File: config.mk
export PLATFORM = sky130hd
export DESIGN_NAME = axis_load_scheduler
export DESIGN_NICKNAME = d
export VERILOG_FILES = /design/src/rtl/axis_load_scheduler_pkg.sv /design/src/rtl/axis_load_scheduler.sv
export SDC_FILE = /design/constraint.sdc
export NUM_CORES = 1
export LEC_CHECK = 0
export CAP_MARGIN = 10
export CORE_ASPECT_RATIO = 0.7
export CORE_MARGIN = 8
export CORE_UTILIZATION = 53
export CTS_BUF_LIST = sky130_fd_sc_hd__clkbuf_16
export DETAILED_ROUTE_END_ITERATION = 8
export GPL_ROUTABILITY_DRIVEN = 0
export PLACE_DENSITY = 0.92
export SLEW_MARGIN = 30
export SYNTH_ARGS = -nofsm -noshare
export SYNTH_HDL_FRONTEND = slang
export SYNTH_SLANG_ARGS = --single-unit
File: constraint.sdc
create_clock -name clk -period 5.85 [get_ports clk]
set_input_delay 0.8775 -clock clk [delete_from_list [all_inputs] [get_ports clk]]
set_output_delay 0.8775 -clock clk [all_outputs]
set_load 0.01 [all_outputs]
File: src/rtl/axis_load_scheduler_pkg.sv
// axis_load_scheduler_pkg
//   Shared definitions for the load/compute/output run sequencer:
//   default layer count, AXI-stream TID values of the three load streams,
//   and the sequencer state encoding.
package axis_load_scheduler_pkg;

  localparam int DEF_NUM_LAYERS = 4;

  // TIDs carried by the slave AXI-stream for each kind of load stream.
  localparam int WEIGHT_S_AXIS_ID = 0;
  localparam int BIAS_S_AXIS_ID   = 1;
  localparam int INPUT_S_AXIS_ID  = 2;

  typedef enum logic [3:0] {
    IDLE      = 4'd0,
    LD_W      = 4'd1,
    LD_B      = 4'd2,
    LD_IN     = 4'd3,
    COMP_GO   = 4'd4,
    COMP_WAIT = 4'd5,
    TX_GO     = 4'd6,
    TX_WAIT   = 4'd7,
    ERR       = 4'd8
  } load_sched_state;

endpackage

File: src/rtl/axis_load_scheduler.sv
// axis_load_scheduler
//   Sequences one inference run: per layer one weight stream then one bias
//   stream (plus one input stream on layer 0), then a compute pass; after the
//   last layer the output transmission is started. Out-of-order stream IDs or
//   receive completions of the wrong kind park the sequencer in a sticky ERR.
// Ports
//   clk, rst                 clock, synchronous active-high reset
//   start, err_clr           run start / error clear pulses
//   peek_tvalid, peek_tid    pending slave transfer, checked against expected_tid
//   weights_rx_*, inputs_rx_* slave interface receive status
//   comp_done, outputs_tx_done completion pulses from compute / output paths
//   rx_allow, expected_tid   admission control towards the slave interface
//   comp_start, outputs_tx_start one-cycle start pulses
//   layer_idx                current layer
//   seq_busy, seq_done, seq_err run status
module axis_load_scheduler
  import axis_load_scheduler_pkg::*;
#(
  parameter int NUM_LAYERS = DEF_NUM_LAYERS,
  parameter int LAYER_WDT  = 3,
  parameter int TID_WDT    = 2
) (
  input  logic                 clk,
  input  logic                 rst,
  input  logic                 start,
  input  logic                 err_clr,
  input  logic                 peek_tvalid,
  input  logic [TID_WDT-1:0]   peek_tid,
  input  logic                 weights_rx_busy,
  input  logic                 weights_rx_done,
  input  logic                 weights_n_bias,
  input  logic                 inputs_rx_busy,
  input  logic                 inputs_rx_done,
  input  logic                 comp_done,
  input  logic                 outputs_tx_done,
  output logic                 rx_allow,
  output logic [TID_WDT-1:0]   expected_tid,
  output logic                 comp_start,
  output logic                 outputs_tx_start,
  output logic [LAYER_WDT-1:0] layer_idx,
  output logic                 seq_busy,
  output logic                 seq_done,
  output logic                 seq_err
);

  localparam logic [LAYER_WDT-1:0] LAYER_ZERO = {LAYER_WDT{1'b0}};
  localparam logic [LAYER_WDT-1:0] LAYER_ONE  = LAYER_WDT'(1);
  localparam logic [LAYER_WDT-1:0] LAST_LAYER = LAYER_WDT'(NUM_LAYERS - 1);

  load_sched_state      state_r, next_s;
  logic [LAYER_WDT-1:0] layer_r, layer_next_s;
  logic                 rx_allow_r, rx_allow_next_s;
  logic [TID_WDT-1:0]   expected_tid_r;
  logic                 comp_start_r, outputs_tx_start_r;
  logic                 seq_busy_r, seq_done_r, seq_err_r, seq_done_next_s;
  logic                 tid_mismatch_s, wrong_w_s, wrong_b_s, wrong_in_s;

  // TID admitted while a given load state is active.
  function automatic logic [TID_WDT-1:0] tid_of(input load_sched_state st);
    case (st)
      LD_W:    tid_of = TID_WDT'(WEIGHT_S_AXIS_ID);
      LD_B:    tid_of = TID_WDT'(BIAS_S_AXIS_ID);
      LD_IN:   tid_of = TID_WDT'(INPUT_S_AXIS_ID);
      default: tid_of = {TID_WDT{1'b0}};
    endcase
  endfunction

  // A TID is only policed while a new transaction may still be admitted.
  assign tid_mismatch_s = rx_allow_r & peek_tvalid & (peek_tid != expected_tid_r);
  assign wrong_w_s  = inputs_rx_done | (weights_rx_done & ~weights_n_bias) | tid_mismatch_s;
  assign wrong_b_s  = inputs_rx_done | (weights_rx_done & weights_n_bias) | tid_mismatch_s;
  assign wrong_in_s = weights_rx_done | tid_mismatch_s;

  // Next-state, layer and admission decode.
  always_comb begin
    next_s          = state_r;
    layer_next_s    = layer_r;
    rx_allow_next_s = rx_allow_r;
    seq_done_next_s = 1'b0;
    case (state_r)
      IDLE: begin
        if (start) begin
          next_s          = LD_W;
          layer_next_s    = LAYER_ZERO;
          rx_allow_next_s = 1'b1;
        end else begin
          next_s = IDLE;
        end
      end
      LD_W: begin
        if (wrong_w_s) begin
          next_s          = ERR;
          rx_allow_next_s = 1'b0;
        end else if (weights_rx_done && weights_n_bias) begin
          next_s          = LD_B;
          rx_allow_next_s = 1'b1;
        end else if (weights_rx_busy) begin
          rx_allow_next_s = 1'b0;
        end else begin
          next_s = LD_W;
        end
      end
      LD_B: begin
        if (wrong_b_s) begin
          next_s          = ERR;
          rx_allow_next_s = 1'b0;
        end else if (weights_rx_done && !weights_n_bias) begin
          // The input activations are loaded once, ahead of the first layer.
          if (layer_r == LAYER_ZERO) begin
            next_s          = LD_IN;
            rx_allow_next_s = 1'b1;
          end else begin
            next_s          = COMP_GO;
            rx_allow_next_s = 1'b0;
          end
        end else if (weights_rx_busy) begin
          rx_allow_next_s = 1'b0;
        end else begin
          next_s = LD_B;
        end
      end
      LD_IN: begin
        if (wrong_in_s) begin
          next_s          = ERR;
          rx_allow_next_s = 1'b0;
        end else if (inputs_rx_done) begin
          next_s          = COMP_GO;
          rx_allow_next_s = 1'b0;
        end else if (inputs_rx_busy) begin
          rx_allow_next_s = 1'b0;
        end else begin
          next_s = LD_IN;
        end
      end
      COMP_GO: begin
        next_s = COMP_WAIT;
      end
      COMP_WAIT: begin
        if (comp_done) begin
          if (layer_r == LAST_LAYER) begin
            next_s = TX_GO;
          end else begin
            next_s          = LD_W;
            layer_next_s    = layer_r + LAYER_ONE;
            rx_allow_next_s = 1'b1;
          end
        end else begin
          next_s = COMP_WAIT;
        end
      end
      TX_GO: begin
        next_s = TX_WAIT;
      end
      TX_WAIT: begin
        if (outputs_tx_done) begin
          next_s          = IDLE;
          seq_done_next_s = 1'b1;
        end else begin
          next_s = TX_WAIT;
        end
      end
      ERR: begin
        // err_clr takes priority; a coincident start is dropped.
        if (err_clr) begin
          next_s       = IDLE;
          layer_next_s = LAYER_ZERO;
        end else begin
          next_s = ERR;
        end
      end
      default: begin
        next_s          = IDLE;
        layer_next_s    = LAYER_ZERO;
        rx_allow_next_s = 1'b0;
      end
    endcase
  end

  // State and registered outputs, all decoded from the next state.
  always_ff @(posedge clk) begin
    if (rst) begin
      state_r            <= IDLE;
      layer_r            <= LAYER_ZERO;
      rx_allow_r         <= 1'b0;
      expected_tid_r     <= {TID_WDT{1'b0}};
      comp_start_r       <= 1'b0;
      outputs_tx_start_r <= 1'b0;
      seq_busy_r         <= 1'b0;
      seq_done_r         <= 1'b0;
      seq_err_r          <= 1'b0;
    end else begin
      state_r            <= next_s;
      layer_r            <= layer_next_s;
      rx_allow_r         <= rx_allow_next_s;
      expected_tid_r     <= tid_of(next_s);
      comp_start_r       <= (next_s == COMP_GO);
      outputs_tx_start_r <= (next_s == TX_GO);
      seq_busy_r         <= (next_s != IDLE) && (next_s != ERR);
      seq_done_r         <= seq_done_next_s;
      seq_err_r          <= (next_s == ERR);
    end
  end

  assign rx_allow         = rx_allow_r;
  assign expected_tid     = expected_tid_r;
  assign comp_start       = comp_start_r;
  assign outputs_tx_start = outputs_tx_start_r;
  assign layer_idx        = layer_r;
  assign seq_busy         = seq_busy_r;
  assign seq_done         = seq_done_r;
  assign seq_err          = seq_err_r;

endmodule

Word-level counts from Yosys, hierarchy flattened
Cells that the tools add are included.
{"block": "op_classes", "add_sub_neg": 1, "multipliers": 0, "div": 0, "magnitude_cmp": 0, "eq_ne": 21, "n_shift": 0, "muxes": 36, "bitwise_logic": 13, "n_reduce_logical": 12}
{"op": "$mux 4", "count": 11}
{"op": "$pmux 4 s9", "count": 1}
{"op": "$eq 4x3->1 const B", "count": 6}
{"op": "$mux 3", "count": 7}
{"op": "$eq 4x2->1 const B", "count": 4}
{"op": "$mux 1", "count": 14}
{"op": "$pmux 3 s4", "count": 1}
{"op": "$reduce_and 5->1", "count": 2}
{"op": "$eq 4x4->1 const B", "count": 2}
{"op": "$ne 2x2->1 const B", "count": 4}
{"op": "$ne 4x4->1 const B", "count": 2}
{"op": "$pmux 1 s6", "count": 1}
{"op": "$reduce_or 6->1", "count": 1}
{"op": "$or 1x1->1", "count": 5}
{"op": "$and 1x1->1", "count": 4}
{"op": "$eq 4x1->1 const B", "count": 1}
{"op": "$logic_not 4->1", "count": 1}
{"op": "$not 1->1", "count": 4}
{"op": "$pmux 2 s2", "count": 1}
{"op": "$reduce_bool 4->1", "count": 1}
{"op": "$reduce_or 4->1", "count": 1}
{"op": "$add 3x1->3 const B", "count": 1}
{"op": "$eq 3x2->1 const B", "count": 1}
{"op": "$logic_and 1x1->1", "count": 3}
{"op": "4 further kinds", "count": 4}
{"block": "totals", "ff_bits": 15, "latch_bits": 0, "ram_bits": 0, "romBits": 0, "in_bits": 14, "out_inout_bits": 11, "word_cells": 92, "memories": 0}

Depth between registers and ports, before layout
Gate-level depths: netlist of the first run.
{"block": "logic_depth", "ltp_word": 8, "depth_mapped": 7, "ltp_nobuf": 7}

Worst setup path before layout of the first run
No wires, ideal clock.
{"block": "synth_path", "kind": "input -> register", "from": "input port peek_tid[1]", "to": "register expected_tid_r[1] (netlist: expected_tid[1])", "setup_time_ns": 0.116, "arrival_ns": 2.042, "required_ns": 5.734, "setup_slack_ns": 3.692, "path_stages": 5, "n_path_buf": 0, "path_cell_list": "xnor2_1 -> a21oi_2 -> nor3_1 -> nor4_1 -> and3b_1"}
{"block": "synth_via", "elab_chain_len": 7, "word_cells_on_any_way": 12, "cone_classes": "3 x eq/ne; 5 x mux; 4 x bitwise"}
{"item": "start, declared", "line": "axis_load_scheduler.sv:28", "text": "input logic [TID_WDT-1:0] peek_tid,"}
{"item": "$ne 2x2->1 (*)", "line": "axis_load_scheduler.sv:69", "text": "assign tid_mismatch_s = rx_allow_r & peek_tvalid & (peek_tid != expected_tid_r);"}
{"item": "$and 1x1->1 (*)", "line": "axis_load_scheduler.sv:69"}
{"item": "$or 1x1->1, on equally long branches", "line": "axis_load_scheduler.sv:72, axis_load_scheduler.sv:70, axis_load_scheduler.sv:71"}
{"item": "$mux 4, on equally long branches", "line": "axis_load_scheduler.sv:123, axis_load_scheduler.sv:91, axis_load_scheduler.sv:104"}
{"item": "$pmux 4 s9 (*)", "line": "axis_load_scheduler.sv:80", "text": "case (state_r)"}
{"item": "$eq 4x2->1", "line": "axis_load_scheduler.sv:60", "text": "case (st)"}
{"item": "$pmux 2 s2 (*)", "line": "axis_load_scheduler.sv:60"}
{"item": "end signal, assigned", "line": "axis_load_scheduler.sv:185", "text": "expected_tid_r <= {TID_WDT{1'b0}};"}
{"item": "end signal, assigned", "line": "axis_load_scheduler.sv:195", "text": "expected_tid_r <= tid_of(next_s);"}
{"item": "end, declared", "line": "axis_load_scheduler.sv:53", "text": "logic [TID_WDT-1:0] expected_tid_r;"}
Every way passes the cells marked *; elsewhere a longest branch is shown, timed or not.
A chain may end at the register's enable or synchronous reset.

Final worst setup path of the first run
{"block": "layout_path", "from": "input port weights_rx_done", "to": "register expected_tid_r[1] (netlist: expected_tid[1])"}
{"block": "layout_via", "elab_chain_len": 7, "word_cells_on_any_way": 18, "cone_classes": "2 x eq/ne; 7 x mux; 7 x bitwise; 2 x reduce/logical"}
{"item": "start, declared", "line": "axis_load_scheduler.sv:30", "text": "input logic weights_rx_done,"}
{"item": "$and 1x1->1, on equally long branches", "line": "axis_load_scheduler.sv:71, axis_load_scheduler.sv:70"}
{"item": "$or 1x1->1, on equally long branches (2 in series)", "line": "axis_load_scheduler.sv:71, axis_load_scheduler.sv:70"}
{"item": "$mux 4, on equally long branches", "line": "axis_load_scheduler.sv:104, axis_load_scheduler.sv:91"}
{"item": "$pmux 4 s9 (*)", "line": "axis_load_scheduler.sv:80"}
{"item": "$eq 4x2->1", "line": "axis_load_scheduler.sv:60"}
{"item": "$pmux 2 s2 (*)", "line": "axis_load_scheduler.sv:60"}
Marked as above.

==> results.md, run 1 <==
- Mapped Nets: 140
- DR vias/cell: 6.40
- Peak supply drop: 0.213 mV
- Setup CP Type: in2reg
- Post-CTS sizing: 0
- Critical Path Start: weights_rx_done
- Clk buf depth: 2
- Worst-margin pin slew: 621 ps
- Hold WC Path Type: reg2reg
- Remaining DRCs: 0
- Clock latency at the later pin of the worst-skew pair: 250 ps
- Effective utilization at floorplan: 57.5%
- Die X: 70.1 um
- Post-Syn Area: 1080 um2
- Largest cells by area after synthesis: dfxtp_1, nor2_1, mux2i_1, ha_1, a21oi_1
- Pin count of the biggest net entering global routing: 20
- Reg2reg path depth: 7
- Origin of the critical flop-to-flop path: layer_idx[0]
- Leak pwr: 0.000471 uW
- Port Buf Inserts: 24
- Fin util: 71.6%
- Clock Skew: 1.97 ps
- Synth area leader: dfxtp_1
- Core area: 1890 um2
- Max_slew headroom: 58.2%
- Finish-stage setup viols: 0
- Status: complete, no violations
- DR WL/cell: 16.9 um
- FMAX: 366 MHz
- I/O pins: 25
- Top cell type's share of synthesized area: 27.7%
- Dpl hpwl: 1990 um
- Setup WS post-layout: 3120 ps
- CTS Root Cell: clkbuf_16
- Die ar.: 3770 um2
- Chip height: 53.9 um
- RSZ-0062 raised after global routing: false
- Iteration-0 DRC Markers: 113
- Final WL: 2800 um
- Yosys warns: 0
- Postcts setup bufs: 0
- CTS clk-pin slew, worst paths: 50 ps
- Final min period: 2730 ps
- CP Launch Type: input port
- EDFF count, synth: 0
- Initial antenna violation count: 0
- First-pass GRT wire length: 4630 um
- Antenna diodes: 0
- Pre-CTS setup slack: 2940 ps
- Worst endpoint data arrival time: 2870 ps
- Reg2Reg Setup Slack: 3660 ps
- TritonCTS clock tree: done
- Worst setup path end: expected_tid[1]
- Final layout net count: 161
- Fraction of registers with async set/reset: 0%
- Gr usage total: 15.1%
- Non-filler instance count after layout: 165
- Vias in the first global route: 988
- Ratio of cells with drive above 1 in the final layout: 14.7%
- Area grow syn2layout: 24.5%
- Slew Limit Fails: 0
- Post-synth cell types: 51
- Number of max-cap violations: 0
- TNS Setup: 0 ps
- Final ANT Viol Nets: 0
- Primary FF master, synth: dfxtp_1
- Total gr overflow: 0
- Number of fill cells: 145
- TritonCTS Sinks: 15
- Worst setup EP type: flop
- Tcrit/Tclk final: 46.7%
- Overall Power: 300 uW
- H-tree levels: 1
- CTS Buf Count: 3
- Syn Inst Count: 123
- Rows: 13
- Mapped Avg Cell Area: 8.82 um2
- Hold_buf cts: 0
- Via Count: 1056
- Crit path max fanout: 12
- Placed Cells incl. Taps: 161
- #FFs+latches synth: 15
- Pwr/cell area: 222 nW/um2
- Final hold violation count: 0
- R2R Path End: rx_allow
- Register area share after synthesis: 27.7%
- Total iterations of the first detailed-routing run: 4
- Worst Path Required: 5990 ps
-- sequential cells by signal (all words and copies together), names as in the netlist --
register	cells
layer_idx	3
outputs_tx_start	1
rx_allow	1
seq_busy	1
seq_done	1
comp_start	1
state_r	4
expected_tid	2
seq_err	1
-- cell families (layout without fill, tap and decap cells) --
logic type	after synthesis	in the layout	synth area share [%]
and+or+nand+nor	55	55	32.6
adders and majority gates	3	3	3.46
DFF	15	15	27.7
muxes	4	4	3.69
buffers and inverters	15	35	10.3
AOI/OAI and AO/OA	29	29	20.6
xor gates and xnor gates	2	2	1.62
-- layout make-up --
type | count | area (um2) | share of cell area, %
clock inverter | 1 | 7.51 | 0.556
clock buffer | 3 | 75.1 | 5.56
multi-input combinational | 93 | 673 | 49.9
tap | 22 | 27.5 | 2.04
timing repair buffer | 24 | 240 | 17.8
inverter | 7 | 26.3 | 1.95
sequential | 15 | 300 | 22.2
-- stage by stage --
step	instance area (um2)	hold slack [ps]
after CTS	1350	576
after floorplan	1080	537
after detailed placement	1270	557
after global routing	1350	624
after global placement	1270	540
final	1350	571
-- worst max-delay path, cell delays in order --
cell	delay [ps]
clkdlybuf4s50_1	700
nand2b_1	170
a31oi_1	200
nor3_1	70
nor4_1	600
and3b_1	250
-- where the power goes --
part / total [uW] / switching (uW) / leakage (uW) / internal (uW)
combinational: 49.4 / 23.7 / 0.000312 / 25.7
sequential: 112 / 6.56 / 0.000122 / 106
clock: 138 / 46.0 / 0.0000371 / 92.2
total: 300 / 76.3 / 0.000471 / 224
-- how the worst min path moves through the flow --
stage | startpoint | endpoint | cells after the start
after detailed placement | layer_idx[1] | layer_idx[1] | 2
after global placement | layer_idx[1] | layer_idx[1] | 2
after CTS | layer_idx[0] | layer_idx[0] | 2
final | layer_idx[0] | layer_idx[0] | 2
after global routing | layer_idx[0] | layer_idx[0] | 2
after floorplan | state_r[1] | seq_done | 2
-- metal layers --
layer | GRT usage [%] | up-vias | share of wire, %
met5 | 0 | - | 0
met4 | 6.31 | 0 | 0.54
met3 | 7.34 | 3 | 13
met2 | 23.8 | 68 | 45
met1 | 17.7 | 491 | 42
li1 | - | 494 | -
-- synth_stat cells (all sizes together) (2+ instances only) --
library cell  number
nand2              7
xnor2              2
a21o               2
mux2i              4
dfxtp             15
or2                2
or4                2
a211oi             2
o21ai              2
and4b              2
and2b              2
buf                5
or2b               2
a31oi              4
nor3b              2
inv                7
a21oi              8
nor3               5
ha                 3
nor2              12
nand3              2
nor4               4
nand2b             4
nor4b              3
clkbuf             2
-- placed cells by master (no fill, tap or decap), drive strengths merged, types with 3 or more instances in the layout --
cell	count
nor3	5
clkbuf	3
inv	7
mux2i	4
dfxtp	15
clkdlybuf4s50	24
nand2	7
ha	3
a31oi	4
nand2b	4
a21oi	8
nor4b	3
nor2	12
nor4	4
Note: power is estimated with default switching activity, not from simulation.
==> run 2, diff against run 1 <==
CORE_UTILIZATION = 49   (was 53)
PLACE_DENSITY = 0.86   (was 0.92)
clock period = 2.7 ns   (was 5.85 ns; I/O delays follow)
==> results.md, run 2 (same netlist as run 1, synthesis figures left out) <==
- Final layout net count: 161 (unchanged)
- Hold WC Path Type: reg2reg (unchanged)
- Max_slew headroom: 59.1% (was 58.2%)
- Clk pwr share: 45.8% (was 46.1%)
- Final hold violation count: 0 (unchanged)
- Total gr overflow: 0 (unchanged)
- Finish-stage setup viols: 0 (unchanged)
- TritonCTS Sinks: 15 (unchanged)
- Number of max-cap violations: 0 (unchanged)
- Die ar.: 4000 um2 (was 3770 um2)
- Vias in the first global route: 1008 (was 988)
- Clk buf depth: 2 (unchanged)
- CTS Buf Count: 3 (unchanged)
- Crit path max fanout: 12 (unchanged)
- NetSw: 166 uW (was 76.3 uW)
- Antenna diodes: 0 (unchanged)
- RSZ-0062 raised after global routing: false (unchanged)
- Iteration-0 DRC Markers: 105 (was 113)
- FMAX: 449 MHz
- Die X: 72.2 um (was 70.1 um)
- Worst endpoint data arrival time: 2370 ps (was 2870 ps)
- TritonCTS clock tree: done (unchanged)
- CTS clk-pin slew, worst paths: 50 ps (about the same)
- Initial antenna violation count: 0 (unchanged)
- Remaining DRCs: 0 (unchanged)
- Internal power: 485 uW (was 224 uW)
- Worst-margin pin slew: 607 ps (was 621 ps)
- Worst Path Required: 2840 ps (was 5990 ps)
- First-pass GRT wire length: 4930 um (was 4630 um)
- Final WL: 2990 um (was 2800 um)
- Peak supply drop: 0.405 mV (was 0.213 mV)
- Sw frac: 25.4% (about the same)
- Rows: 14 (was 13)
- Gr usage total: 14.9% (was 15.1%)
- Logic pwr share: 16.8% (was 16.5%)
- Largest register FFs: 4 (unchanged)
- Biggest register: state_r (unchanged)
- Leak pwr: 0.000471 uW (unchanged)
- H-tree levels: 1 (unchanged)
- Core area: 2120 um2 (was 1890 um2)
- Total iterations of the first detailed-routing run: 4 (unchanged)
- Post-DP Area: 1280 um2 (was 1270 um2)
- Most frequent cells in the layout: clkdlybuf4s50_1, dfxtp_1, nor2_1 (unchanged)
- Seq pwr share: 37.5% (about the same)
- Overall Power: 650 uW (was 300 uW)
- Final ANT Viol Nets: 0 (unchanged)
- Hold slack: 568 ps (was 571 ps)
- Tcrit/Tclk final: 82.4%
- Dpl hpwl: 2120 um (was 1990 um)
- DR vias/cell: 5.82 (was 6.40)
- Clock Skew: 3.74 ps (was 1.97 ps)
- Via Count: 1018 (was 1056)
- DR WL/cell: 17.1 um (was 16.9 um)
- Area grow syn2layout: 25.6% (was 24.5%)
- Slew Limit Fails: 0 (unchanged)
- Post-CTS sizing: 0 (unchanged)
- CP Launch Type: input port (unchanged)
- Setup CP Type: in2reg (unchanged)
- Ratio of cells with drive above 1 in the final layout: 14.7% (unchanged)
- Hold_buf cts: 0 (unchanged)
- Final min period: 2230 ps
- Port Buf Inserts: 24 (unchanged)
- Commonest non-fill, non-tap cell in the layout: clkdlybuf4s50_1 (unchanged)
- Pwr/cell area: 477 nW/um2 (was 222 nW/um2)
- Status: complete, no violations (unchanged)
- Fin util: 64.3% (was 71.6%)
- Post-route cell area: 1360 um2 (was 1350 um2)
- Worst setup EP type: flop (unchanged)
- Chip height: 55.4 um (was 53.9 um)
- TNS Setup: 0 ps (unchanged)
- Footprint of the multi-input gates: 673 um2 (unchanged)
- Clock latency at the later pin of the worst-skew pair: 250 ps (about the same)
- Number of fill cells: 179 (was 145)
- Postcts setup bufs: 0 (unchanged)
- Effective utilization at floorplan: 51.2% (was 57.5%)
- Storage element area: 300 um2 (unchanged)
- I/O pins: 25 (unchanged)
- CTS Root Cell: clkbuf_16 (unchanged)
- Pin count of the biggest net entering global routing: 20 (unchanged)
## run 2: cell counts in the layout (fill, tap and decap cells not counted)
Identical to the previous run, type by type.
## run 2: final timing paths
path / startpoint / endpoint / slack, ps / cells past startpoint
worst max-delay path: weights_rx_done / expected_tid[1] / 470 / 6
worst min-delay path: layer_idx[1] / layer_idx[1] / 570 / 2
worst max register to register: layer_idx[0] / rx_allow / 520 / 7
worst min register to register: layer_idx[1] / layer_idx[1] / 570 / 2
## run 2: power by group through the flow
stage / clock [uW] / combinational, uW / sequential, uW
global placement: 0 / 103 / 247
detailed placement: 0 / 106 / 247
finish: 298 / 109 / 244
global route: 305 / 117 / 245
CTS: 297 / 108 / 243
floorplan: 0 / 76.3 / 240
## run 2: metal layers
metal,track usage [%],vias up,share of wire (%)
met1,18.1,469,43
met2,23.4,53,45
met3,5.58,5,11
met5,0,-,0
met4,4.93,0,0.70
li1,-,491,-
## run 2: stage by stage
step | std cells | setup WS (ps)
after floorplan | 123 | 695
after global placement | 171 | 349
after detailed placement | 171 | 250
after CTS | 175 | 488
after global routing | 175 | 285
final | 175 | 474
## run 2: cell type report
type	instances	share of cell area (%)
tap	32	2.94
sequential	15	22.0
clock buffer	3	5.51
timing repair buffer	24	17.6
multi-input combinational	93	49.4
clock inverter	1	0.551
inverter	7	1.93
## run 2: worst max-delay path: stages
cell	delay (ps)
clkdlybuf4s50_1	670
nand2b_1	180
a31oi_1	200
nor3_1	60
nor4_1	580
and3b_1	250
